## config.mk

```make
export PLATFORM = sky130hd
export DESIGN_NAME = multicycle_ctrl
export DESIGN_NICKNAME = d
export VERILOG_FILES = /design/src/rtl/multicycle_ctrl.sv
export SDC_FILE = /design/constraint.sdc
export NUM_CORES = 1
export LEC_CHECK = 0
export BUFFER_PORTS_ARGS = -buffer_cell sky130_fd_sc_hd__buf_2
export CORE_ASPECT_RATIO = 0.7
export CORE_MARGIN = 1.5
export CORE_UTILIZATION = 36
export CTS_CLUSTER_DIAMETER = 120
export DETAILED_ROUTE_END_ITERATION = 16
export HOLD_SLACK_MARGIN = 0.06
export PLACE_DENSITY = 0.68
export SLEW_MARGIN = 10
export SYNTH_ARGS = -nofsm -noshare
export SYNTH_HDL_FRONTEND = slang
export SYNTH_SLANG_ARGS = --single-unit
```

## constraint.sdc

```tcl
create_clock -name clk -period 3 [get_ports clk]
set_clock_uncertainty 0.05 [all_clocks]
set_input_delay 0 -clock clk [delete_from_list [all_inputs] [get_ports clk]]
set_output_delay 0 -clock clk [all_outputs]
set_load 0.1 [all_outputs]
```

## src/rtl/multicycle_ctrl.sv

```systemverilog
// rtl/multicycle_ctrl.sv - multi-cycle control FSM for the RV32I subset core
module multicycle_ctrl #(
    parameter int RET_W = 32
) (
    input  logic             clk,
    input  logic             rst_n,
    input  logic [31:0]      instr,
    input  logic             mem_ready,
    input  logic             alu_zero,
    output logic             ir_write,
    output logic             pc_write,
    output logic [1:0]       pc_sel,
    output logic             mem_req,
    output logic             mem_we,
    output logic             addr_sel,
    output logic             alu_src_imm,
    output logic [1:0]       alu_op,
    output logic             reg_write,
    output logic [1:0]       wb_sel,
    output logic             illegal,
    output logic             retire,
    output logic [RET_W-1:0] retire_cnt
);

    localparam logic [6:0] OP_R    = 7'b0110011;
    localparam logic [6:0] OP_ADDI = 7'b0010011;
    localparam logic [6:0] OP_LW   = 7'b0000011;
    localparam logic [6:0] OP_SW   = 7'b0100011;
    localparam logic [6:0] OP_BEQ  = 7'b1100011;
    localparam logic [6:0] OP_LUI  = 7'b0110111;
    localparam logic [6:0] OP_JAL  = 7'b1101111;
    localparam logic [6:0] OP_JALR = 7'b1100111;

    typedef enum logic [2:0] {
        S_FETCH,
        S_DECODE,
        S_EXEC,
        S_MEM,
        S_WB,
        S_TRAP
    } state_t;

    state_t     state, state_nx;
    logic [6:0] opcode;
    logic       supported;

    assign opcode    = instr[6:0];
    assign supported = (opcode == OP_R)   || (opcode == OP_ADDI) ||
                       (opcode == OP_LW)  || (opcode == OP_SW)   ||
                       (opcode == OP_BEQ) || (opcode == OP_LUI)  ||
                       (opcode == OP_JAL) || (opcode == OP_JALR);

    always_ff @(posedge clk or negedge rst_n) begin
        if (!rst_n) begin
            state      <= S_FETCH;
            retire_cnt <= '0;
        end else begin
            state <= state_nx;
            if (retire) begin
                retire_cnt <= retire_cnt + 1'b1;
            end
        end
    end

    always_comb begin
        state_nx    = state;
        ir_write    = 1'b0;
        pc_write    = 1'b0;
        pc_sel      = 2'd0;
        mem_req     = 1'b0;
        mem_we      = 1'b0;
        addr_sel    = 1'b0;
        alu_src_imm = 1'b0;
        alu_op      = 2'd0;
        reg_write   = 1'b0;
        wb_sel      = 2'd0;
        illegal     = 1'b0;
        retire      = 1'b0;
        case (state)
            S_FETCH: begin
                mem_req = 1'b1;
                if (mem_ready) begin
                    ir_write = 1'b1;
                    state_nx = S_DECODE;
                end
            end
            S_DECODE: begin
                state_nx = supported ? S_EXEC : S_TRAP;
            end
            S_EXEC: begin
                case (opcode)
                    OP_R: begin
                        alu_op   = 2'd2;
                        state_nx = S_WB;
                    end
                    OP_ADDI: begin
                        alu_op      = 2'd2;
                        alu_src_imm = 1'b1;
                        state_nx    = S_WB;
                    end
                    OP_LUI: state_nx = S_WB;
                    OP_LW, OP_SW: begin
                        alu_src_imm = 1'b1;
                        state_nx    = S_MEM;
                    end
                    OP_BEQ: begin
                        alu_op   = 2'd1;
                        pc_write = 1'b1;
                        pc_sel   = alu_zero ? 2'd1 : 2'd0;
                        retire   = 1'b1;
                        state_nx = S_FETCH;
                    end
                    OP_JAL: begin
                        reg_write = 1'b1;
                        wb_sel    = 2'd2;
                        pc_write  = 1'b1;
                        pc_sel    = 2'd1;
                        retire    = 1'b1;
                        state_nx  = S_FETCH;
                    end
                    OP_JALR: begin
                        alu_src_imm = 1'b1;
                        reg_write   = 1'b1;
                        wb_sel      = 2'd2;
                        pc_write    = 1'b1;
                        pc_sel      = 2'd2;
                        retire      = 1'b1;
                        state_nx    = S_FETCH;
                    end
                    default: state_nx = S_TRAP;
                endcase
            end
            S_MEM: begin
                mem_req  = 1'b1;
                addr_sel = 1'b1;
                mem_we   = (opcode == OP_SW);
                if (mem_ready) begin
                    if (opcode == OP_SW) begin
                        pc_write = 1'b1;
                        retire   = 1'b1;
                        state_nx = S_FETCH;
                    end else begin
                        state_nx = S_WB;
                    end
                end
            end
            S_WB: begin
                reg_write = 1'b1;
                wb_sel    = (opcode == OP_LW)  ? 2'd1 :
                            (opcode == OP_LUI) ? 2'd3 : 2'd0;
                pc_write  = 1'b1;
                retire    = 1'b1;
                state_nx  = S_FETCH;
            end
            S_TRAP: begin
                illegal = 1'b1;
            end
            default: state_nx = S_FETCH;
        endcase
        // Outputs drop the moment reset asserts, without waiting for a clock edge.
        if (!rst_n) begin
            ir_write    = 1'b0;
            pc_write    = 1'b0;
            pc_sel      = 2'd0;
            mem_req     = 1'b0;
            mem_we      = 1'b0;
            addr_sel    = 1'b0;
            alu_src_imm = 1'b0;
            alu_op      = 2'd0;
            reg_write   = 1'b0;
            wb_sel      = 2'd0;
            illegal     = 1'b0;
            retire      = 1'b0;
        end
    end

endmodule

```

==> results_dict.tcl, run 1 <==
set metrics [dict create \
    ys_warn_count 0 \
    holdCritPathClass "in2async" \
    peakVddDrop_v 0.000283 \
    synth_seq_area_share 0.426 \
    path_max_fanout 15 \
    final_common_cell "buf_2" \
    finalHoldViolations 0 \
    period_minus_slack_ps 2350 \
    most-common-layout-cells "buf_2 (57), dfrtp_1 (35), nand2_1 (23), xnor2_1 (23), nand3_1 (20)" \
    first_pass_iters 4 \
    critPathKind "reg2out" \
    hpwl_mm 3.61 \
    netlist_area_sq_um 2050 \
    status "complete, no violations" \
    drcViolationCount 0 \
    cts_resized 0 \
    cts_tree "done" \
    die_h_um 66.2 \
    setup_tns_ps 0 \
    wl_per_cell_um 13.7 \
    fin_total_pwr_w 0.00161 \
    wirelength_mm 4.75 \
    io_buffers 57 \
    yosysTopAreaCell "dfrtp_1" \
    syn_avg_cell_area_sq_um 9.60 \
    area_growth_pct 22.5 \
    worstSkewPairLatency_ps 280 \
    diodes 0 \
    final-seq-area_sq_um 876 \
    syn_nets 251 \
    numCtsBuffers 5 \
    nets 312 \
    setup_viol 0 \
    h-tree-depth 2 \
    routed_via_density 5.22 \
    yosys_most_used_dff "dfrtp_1" \
    ys_types 44 \
    pre_cts_slack_ps 843 \
    die_x_um 93.3 \
    required_ps 2950 \
    antenna_found_initial 0 \
    synth_top_area_share 0.426 \
    setup_ws_ps 648 \
    postRouteAntennaNets 0 \
    ys_top_cells_by_area "dfrtp_1 (43%), xnor2_1 (9.8%), nand3_1 (4.9%)" \
    ys_seq_elements 35 \
    cts_sinks 35 \
    clk_pin_slew_worst_paths_ps 70 \
    root_buffer "clkbuf_8" \
    pin_count 83 \
    synth-async-reset-ratio 1.00 \
    p_per_area_nw_per_um2 640 \
    critPathArrivalTime_ps 2300 \
    place_congestion 0.876 \
    syn_inst 214 \
    nFillCells 543 \
    die_area_sq_um 6180 \
    grt_first_pass_wirelength_mm 7.76 \
    start_util 0.383 \
    fmax_ghz 0.425 \
    rsz0062_at_grt "no" \
    detailedRoute.firstIterationViolations 84 \
    cp_cell_sequence "nor2b_1 > nand3_1 > and3_1 > inv_1 > buf_2" \
    grt_max_degree 29 \
    num_rows 22 \
    clock_path_buffers 2 \
    tightest_slew_ps 578 \
    multi_input_comb_area_sq_um 1130 \
    core-area_sq_um 5370 \
    routed-via-count 1812 \
    p_leak_nw 1.25 \
    synth_edf_count 0 \
    final_layout_size_suffix_gt1_frac 0.295 \
    critPathMaxStageDelay_ps 550 \
    grt_use_total 0.161 \
    slew_headroom 0.613 \
    end_kind "primary output" \
    fin_util 0.469 \
    slew_violations 0 \
    post_cts_buffers 0 \
    ctsHoldBuffers 2 \
    maxCapViolations 0 \
    crit_slowest_cell "dfrtp_1" \
    fin_crit_sh 0.784 \
    critPathLaunchType "flip-flop" \
    grt_pass1_vias 1596 \
    grt_overflow 0 \
]
## cells in the mapped netlist (2+ instances only)
cell / n
dfrtp_1: 35
nand2_1: 23
xnor2_1: 23
nand3_1: 20
nor2_1: 12
nand4_1: 11
xor2_1: 9
and2_1: 8
and3_1: 8
a21oi_1: 7
nor3_1: 5
nor4_1: 5
inv_1: 4
nand2b_1: 3
o21ai_0: 3
or3_1: 3
a31oi_1: 2
and4_1: 2
and4bb_2: 2
buf_2: 2
buf_6: 2
clkbuf_1: 2
or2_2: 2
## sequential cells by signal, summed over array words and instances (netlist names)
register    count
retire_cnt     32
state           3
## cells by family after synthesis
kind of cell	after synthesis	share of synthesized area
AO/OA/AOI/OAI	17	0.0579
XOR/XNOR	32	0.136
adder cells (fa/ha/maj)	1	0.00609
buffers and inverters	11	0.0305
flip-flops	35	0.426
AND/OR/NAND/NOR	118	0.343
## area by class of cell
class                   count  share of cell area
clock inverters             1             0.00199
multi-input cells         168               0.448
repair buffers             61               0.127
clock buffers               6              0.0328
inverters                   4             0.00596
well taps                  72              0.0358
flip-flops and latches     35               0.348
## path summary, 6_finish.rpt
check,from,to,slack [ps],depth (start not counted)
min in group clk,instr[5],state[2],190,4
max in group asynchronous,rst_n,retire_cnt[14],2150,3
worst min-delay path,rst_n,retire_cnt[3],90,2
worst max register to register,state[1],retire_cnt[13],820,5
worst max-delay path,state[1],retire,650,5
worst min register to register,retire_cnt[31],retire_cnt[31],440,1
## power by group
part | total, W | switching (W) | internal, W
Sequential | 0.000606 | 0.0000889 | 0.000517
Clock | 0.000336 | 0.000156 | 0.000180
Combinational | 0.000670 | 0.000537 | 0.000133
Total | 0.00161 | 0.000782 | 0.000830
## metal layers
layer	vias up	share of wire	global-route usage
met2	47	0.42	0.226
met5	-	0	0
met4	0	0.0082	0.0436
met3	6	0.057	0.0391
li1	886	-	-
met1	873	0.52	0.241
## worst max-delay path: cells and delay by family, from the launching register on
kind | cells | cell delay (ps)
flops | 1 | 550
simple gates | 3 | 890
buf+inv | 2 | 580
## per-stage QoR
step | hold slack, ps | instance area (sq um) | cells
3_5_place_dp | -158 | 2410 | 338
2_1_floorplan | -346 | 2070 | 214
6_report | 85.4 | 2520 | 347
3_3_place_gp | -158 | 2410 | 338
5_1_grt | 97.0 | 2520 | 347
4_1_cts | 83.1 | 2520 | 347
(Power assumes the default switching activity.)
==> inputs of run 2 (changes only) <==
- ABC_AREA: default -> 1
- PLACE_DENSITY: 0.68 -> 0.66
- clock period: 3 -> 2.3 ns (I/O delays scaled with it)
==> results_dict.tcl, run 2 <==
set metrics [dict create \
    syn_inst 423 \
    worstSkewPairLatency_ps 290 \
    wl_per_cell_um 13.7 \
    synth_top_area_share 0.326 \
    wl_met1_mm 4.19 \
    critPathKind "reg2out" \
    syn_nets 460 \
    slew_headroom 0.664 \
    crit_path_start "state[1]" \
    drcViolationCount 0 \
    diodes 0 \
    start_util 0.370 \
    final_layout_size_suffix_gt1_frac 0.196 \
    critPathLaunchType "flip-flop" \
    dr_wl_met2_mm 3.23 \
    fmax_ghz 0.496 \
    wirelength_mm 7.98 \
    setup_viol 0 \
    cts_sinks 35 \
    largest_reg_flops 32 \
    nFillCells 791 \
    netlist_area_sq_um 2680 \
    syn_avg_cell_area_sq_um 6.34 \
    final_common_cell "nand2_1" \
    grt_overflow 0 \
    peakVddDrop_v 0.000774 \
    seq_power_share 0.362 \
    yosysTopAreaCell "dfrtp_1" \
    slew_violations 0 \
    cts_tree "done" \
    intPower_w 0.00105 \
    dpl.cell_count 572 \
    yosysMostFrequentCell "nand2_1" \
    highest_layer "met4" \
    grt_first_pass_wirelength_mm 13.0 \
    reg2regPathDepth 10 \
    ys_top_cells_by_area "dfrtp_1 (33%), nand2_1 (23%), nand3_1 (8.8%)" \
    regMostFlops "retire_cnt" \
    pwr-share-comb 0.416 \
    stdcell_count 583 \
    fin_total_pwr_w 0.00200 \
    hpwl_mm 6.08 \
    fin_crit_sh 0.876 \
    post_cts_buffers 0 \
    h-tree-depth 2 \
    most-common-layout-cells "nand2_1 (162), buf_2 (55), nor2_1 (52)" \
    pre_cts_slack_ps 405 \
    crit_end "pc_write" \
    routed-via-count 2864 \
    postRouteAntennaNets 0 \
    grt_max_degree 36 \
    detailedRoute.firstIterationViolations 158 \
    grt_pass1_vias 2656 \
    period_minus_slack_ps 2010 \
    first_pass_iters 5 \
    core-area_sq_um 7250 \
    tightest_slew_ps 507 \
    p_leak_nw 1.67 \
    clk_pin_slew_worst_paths_ps 70 \
    synth_edf_count 0 \
    ys_seq_elements 35 \
    die_h_um 75.2 \
    wl_met3_um 485 \
    antenna_found_initial 0 \
    yosys_most_used_dff "dfrtp_1" \
    timing.rr.start "retire_cnt[0]" \
    num_rows 26 \
    p_per_area_nw_per_um2 619 \
    required_ps 2250 \
    grt_use_total 0.210 \
    path_max_fanout 18 \
    p_sw_frac 0.477 \
    p_clk_frac 0.221 \
    synth-async-reset-ratio 1.00 \
    die_x_um 106 \
    end_kind "primary output" \
    fin_area_sq_um 3230 \
    finalHoldViolations 0 \
    critPathArrivalTime_ps 1960 \
    status "complete, no violations" \
    io_buffers 57 \
    nets 521 \
    rsz0062_at_grt "no" \
    ys_types 25 \
    holdCritPathClass "in2reg" \
    routed_via_density 4.91 \
    setup_ws_ps 286 \
    yosys-top-cells-count "nand2_1 (162), nor2_1 (52), nand3_1 (47)" \
    numCtsBuffers 5 \
    worstReg2RegEnd "retire_cnt[30]" \
    place_congestion 0.993 \
    root_buffer "clkbuf_8" \
    maxCapViolations 0 \
    area_growth_pct 20.5 \
    synth_seq_area_share 0.326 \
    dpl_cell_area_sq_um 3120 \
    die_area_sq_um 7990 \
    rrSetupSlack_ps 370 \
    ys_warn_count 0 \
    clock_path_buffers 2 \
    switchingPower_w 0.000955 \
    biggestRegsByFlops "retire_cnt x32, state x3" \
    pin_count 83 \
]
run 2: changes by cell type in the layout (fill, tap and decap cells not counted), moves of 5 or more:
cell,delta
nand2_1,+139
nor2_1,+40
nand3_1,+27
inv_2,+9
xnor2_1,-20
and2_1,-7
nand3b_1,+6
nor3_2,+5
nor3_1,+10
inv_1,+32
xor2_1,+6
and3_1,-8
run 2: layer usage:
layer,vias to the layer above,track usage
met2,80,0.305
met1,1323,0.326
li1,1452,-
met5,-,0
met3,9,0.0346
met4,0,0.0435
run 2: how the worst min path moves through the flow:
stage,startpoint,to,cells past startpoint
6_report,instr[2],state[1],7
5_1_grt,instr[6],state[2],7
4_1_cts,instr[2],state[1],7
3_5_place_dp,rst_n,retire_cnt[12],2
3_3_place_gp,rst_n,retire_cnt[12],2
2_1_floorplan,rst_n,retire_cnt[0],0
run 2: critical path: stages (launching register included):
cell     delay (ps)
dfrtp_1         430
nor2_1          150
inv_1            70
nor2_1          190
inv_1           100
nand2_1         140
nand2_4         180
nand2_8         210
buf_12          200
run 2: power groups by stage:
stage	logic, W	registers [W]	clock network [W]
4_1_cts	0.000822	0.000726	0.000455
6_report	0.000834	0.000726	0.000443
5_1_grt	0.000894	0.000735	0.000482
3_3_place_gp	0.000808	0.000735	0
2_1_floorplan	0.000471	0.000930	0
3_5_place_dp	0.000817	0.000738	0
run 2: logic make-up (layout without fill, tap and decap cells):
family | after synthesis | in the layout | synth area share
xor+xnor | 18 | 18 | 0.0587
simple gates | 305 | 306 | 0.499
fa+ha+maj | 1 | 1 | 0.00466
flops | 35 | 35 | 0.326
buf+inv | 56 | 117 | 0.0937
compound gates | 8 | 8 | 0.0177
run 2: layout make-up:
type | count | area (sq um) | share of cell area
Clock buffer | 7 | 76.3 | 0.0236
Inverter | 45 | 169 | 0.0522
Sequential cell | 35 | 878 | 0.272
Multi-Input combinational cell | 333 | 1610 | 0.498
Tap cell | 98 | 123 | 0.0379
Clock inverter | 1 | 5.00 | 0.00155
Timing Repair Buffer | 64 | 373 | 0.115
run 2: timing repair:
action,4_1_cts,5_1_grt
hold endpoints to repair,37,0
resized for setup,0,1
hold buffers,2,0
setup endpoints to repair,0,2
run 2: through the flow:
step | hold WS (ps) | utilization | setup TNS, ps
final | 210 | 0.446 | 0
after floorplan | -346 | - | -335
after detailed placement | 122 | 0.430 | 0
after global placement | 109 | 0.430 | 0
after CTS | 202 | 0.444 | 0
after global routing | 272 | 0.446 | 0
==> inputs of run 3 (changes only) <==
- CORE_UTILIZATION: 36 -> 52
- PLACE_DENSITY: 0.66 -> 0.87
==> results_dict.tcl, run 3 (synthesis gave the netlist of run 2 again) <==
set metrics [dict create \
    clock_path_buffers 2 \
    cp_cell_sequence "nor2_1 > inv_1 > nor2_1 > inv_1 > nand2_1 > nand2_2 > nand2_8 > buf_12" \
    worstSkewPairLatency_ps 290 \
    detailedRoute.firstIterationViolations 283 \
    critPathLaunchType "flip-flop" \
    grt_max_degree 37 \
    die_area_sq_um 5610 \
    routed_via_density 5.42 \
    dpl.cell_count 541 \
    fin_crit_sh 0.924 \
    fin_util 0.653 \
    num_rows 21 \
    largest_reg_flops 32 \
    p_leak_nw 1.65 \
    slew_headroom 0.672 \
    dpl_cell_area_sq_um 3070 \
    pre_cts_slack_ps 329 \
    end_kind "primary output" \
    finalHoldViolations 0 \
    regMostFlops "retire_cnt" \
    cts_sinks 35 \
    place_congestion 0.983 \
    h-tree-depth 2 \
    hpwl_mm 5.47 \
    crit_path_start "state[1]" \
    grt_first_pass_wirelength_mm 12.2 \
    p_per_area_nw_per_um2 624 \
    timing.rr.start "retire_cnt[0]" \
    postRouteAntennaNets 0 \
    antenna_found_initial 0 \
    required_ps 2250 \
    holdCritPathClass "in2reg" \
    setup_viol 0 \
    most-common-layout-cells "nand2_1 (162), buf_2 (55), nor2_1 (52)" \
    critPathMaxStageDelay_ps 430 \
    status "complete, no violations" \
    slew_violations 0 \
    nets 519 \
    io_buffers 57 \
    period_minus_slack_ps 2130 \
    critPathKind "reg2out" \
    wl_per_cell_um 13.5 \
    grt_overflow 0 \
    wirelength_mm 7.44 \
    die_h_um 63.1 \
    path_max_fanout 17 \
    final_common_cell "nand2_1" \
    die_x_um 88.9 \
    pin_count 83 \
    clk_pin_slew_worst_paths_ps 60 \
    routed-via-count 2986 \
    post_cts_buffers 0 \
    core-area_sq_um 4860 \
    setup_ws_ps 174 \
    critPathArrivalTime_ps 2080 \
    rsz0062_at_grt "no" \
    diodes 0 \
    cts_tree "done" \
    peakVddDrop_v 0.000886 \
    cts_resized 0 \
    area_growth_pct 18.2 \
    start_util 0.552 \
    biggestRegsByFlops "retire_cnt x32, state x3" \
    drcViolationCount 0 \
    grt_pass1_vias 2599 \
    fmax_ghz 0.470 \
    tightest_slew_ps 495 \
    crit_slowest_cell "dfrtp_1" \
    fin_area_sq_um 3170 \
    grt_use_total 0.280 \
    maxCapViolations 0 \
    first_pass_iters 5 \
    hold_path.startpoint "instr[6]" \
    stdcell_count 551 \
    root_buffer "clkbuf_8" \
    fin_total_pwr_w 0.00198 \
    rrSetupSlack_ps 220 \
    numCtsBuffers 5 \
    final_layout_size_suffix_gt1_frac 0.191 \
]
## run 3: cell types whose count changed in the layout (fill, tap and decap cells not counted)
cell      delta
buf_4        -2
clkinv_2     -1
nand2_2      +1
nand2_4      -1
## run 3: report_power, final
part | leakage (nW) | switching [W] | internal (W)
clock | 0.0383 | 0.000212 | 0.000208
sequential | 0.480 | 0.0000661 | 0.000664
combinational | 1.13 | 0.000660 | 0.000171
## run 3: timing repair
| item | in CTS | in global routing |
|---|---|---|
| hold buffers | 2 | 0 |
| hold endpoints to repair | 37 | 0 |
| setup endpoints to repair | 0 | 2 |
## run 3: routing by layer
metal / routed length [um] / track usage / up-vias / part of all wire
li1: - / - / 1459 / -
met1: 3510 / 0.419 / 1373 / 0.47
met2: 3230 / 0.410 / 141 / 0.43
met3: 608 / 0.0537 / 13 / 0.082
met4: 88 / 0.0742 / 0 / 0.012
met5: 0 / 0 / - / 0
## run 3: per-stage QoR
| stage | setup TNS, ps | hold WS (ps) |
|---|---|---|
| 2_1_floorplan | -335 | -346 |
| 3_3_place_gp | 0 | 67.9 |
| 3_5_place_dp | 0 | 73.3 |
| 4_1_cts | 0 | 219 |
| 5_1_grt | 0 | 253 |
| 6_report | 0 | 224 |
## run 3: final timing paths
| path | cells after the start | end |
|---|---|---|
| worst min register to register | 2 | retire_cnt[1] |
| worst max register to register | 10 | retire_cnt[30] |
| min in group asynchronous | 3 | retire_cnt[31] |
| worst max-delay path | 8 | retire |
| max in group asynchronous | 3 | retire_cnt[1] |
| worst min-delay path | 7 | state[2] |
## run 3: critical path: cells and delay by family, from the launching register on
kind          cells  cell delay, ps
buf+inv           3             380
flops             1             430
simple gates      5             980
## run 3: layout make-up
type                    count  area, sq um
clock buffers               7         76.3
flip-flops and latches     35          878
fillers                   432         1690
repair buffers             62          358
well taps                  69         86.3
multi-input cells         333         1610
inverters                  45          169
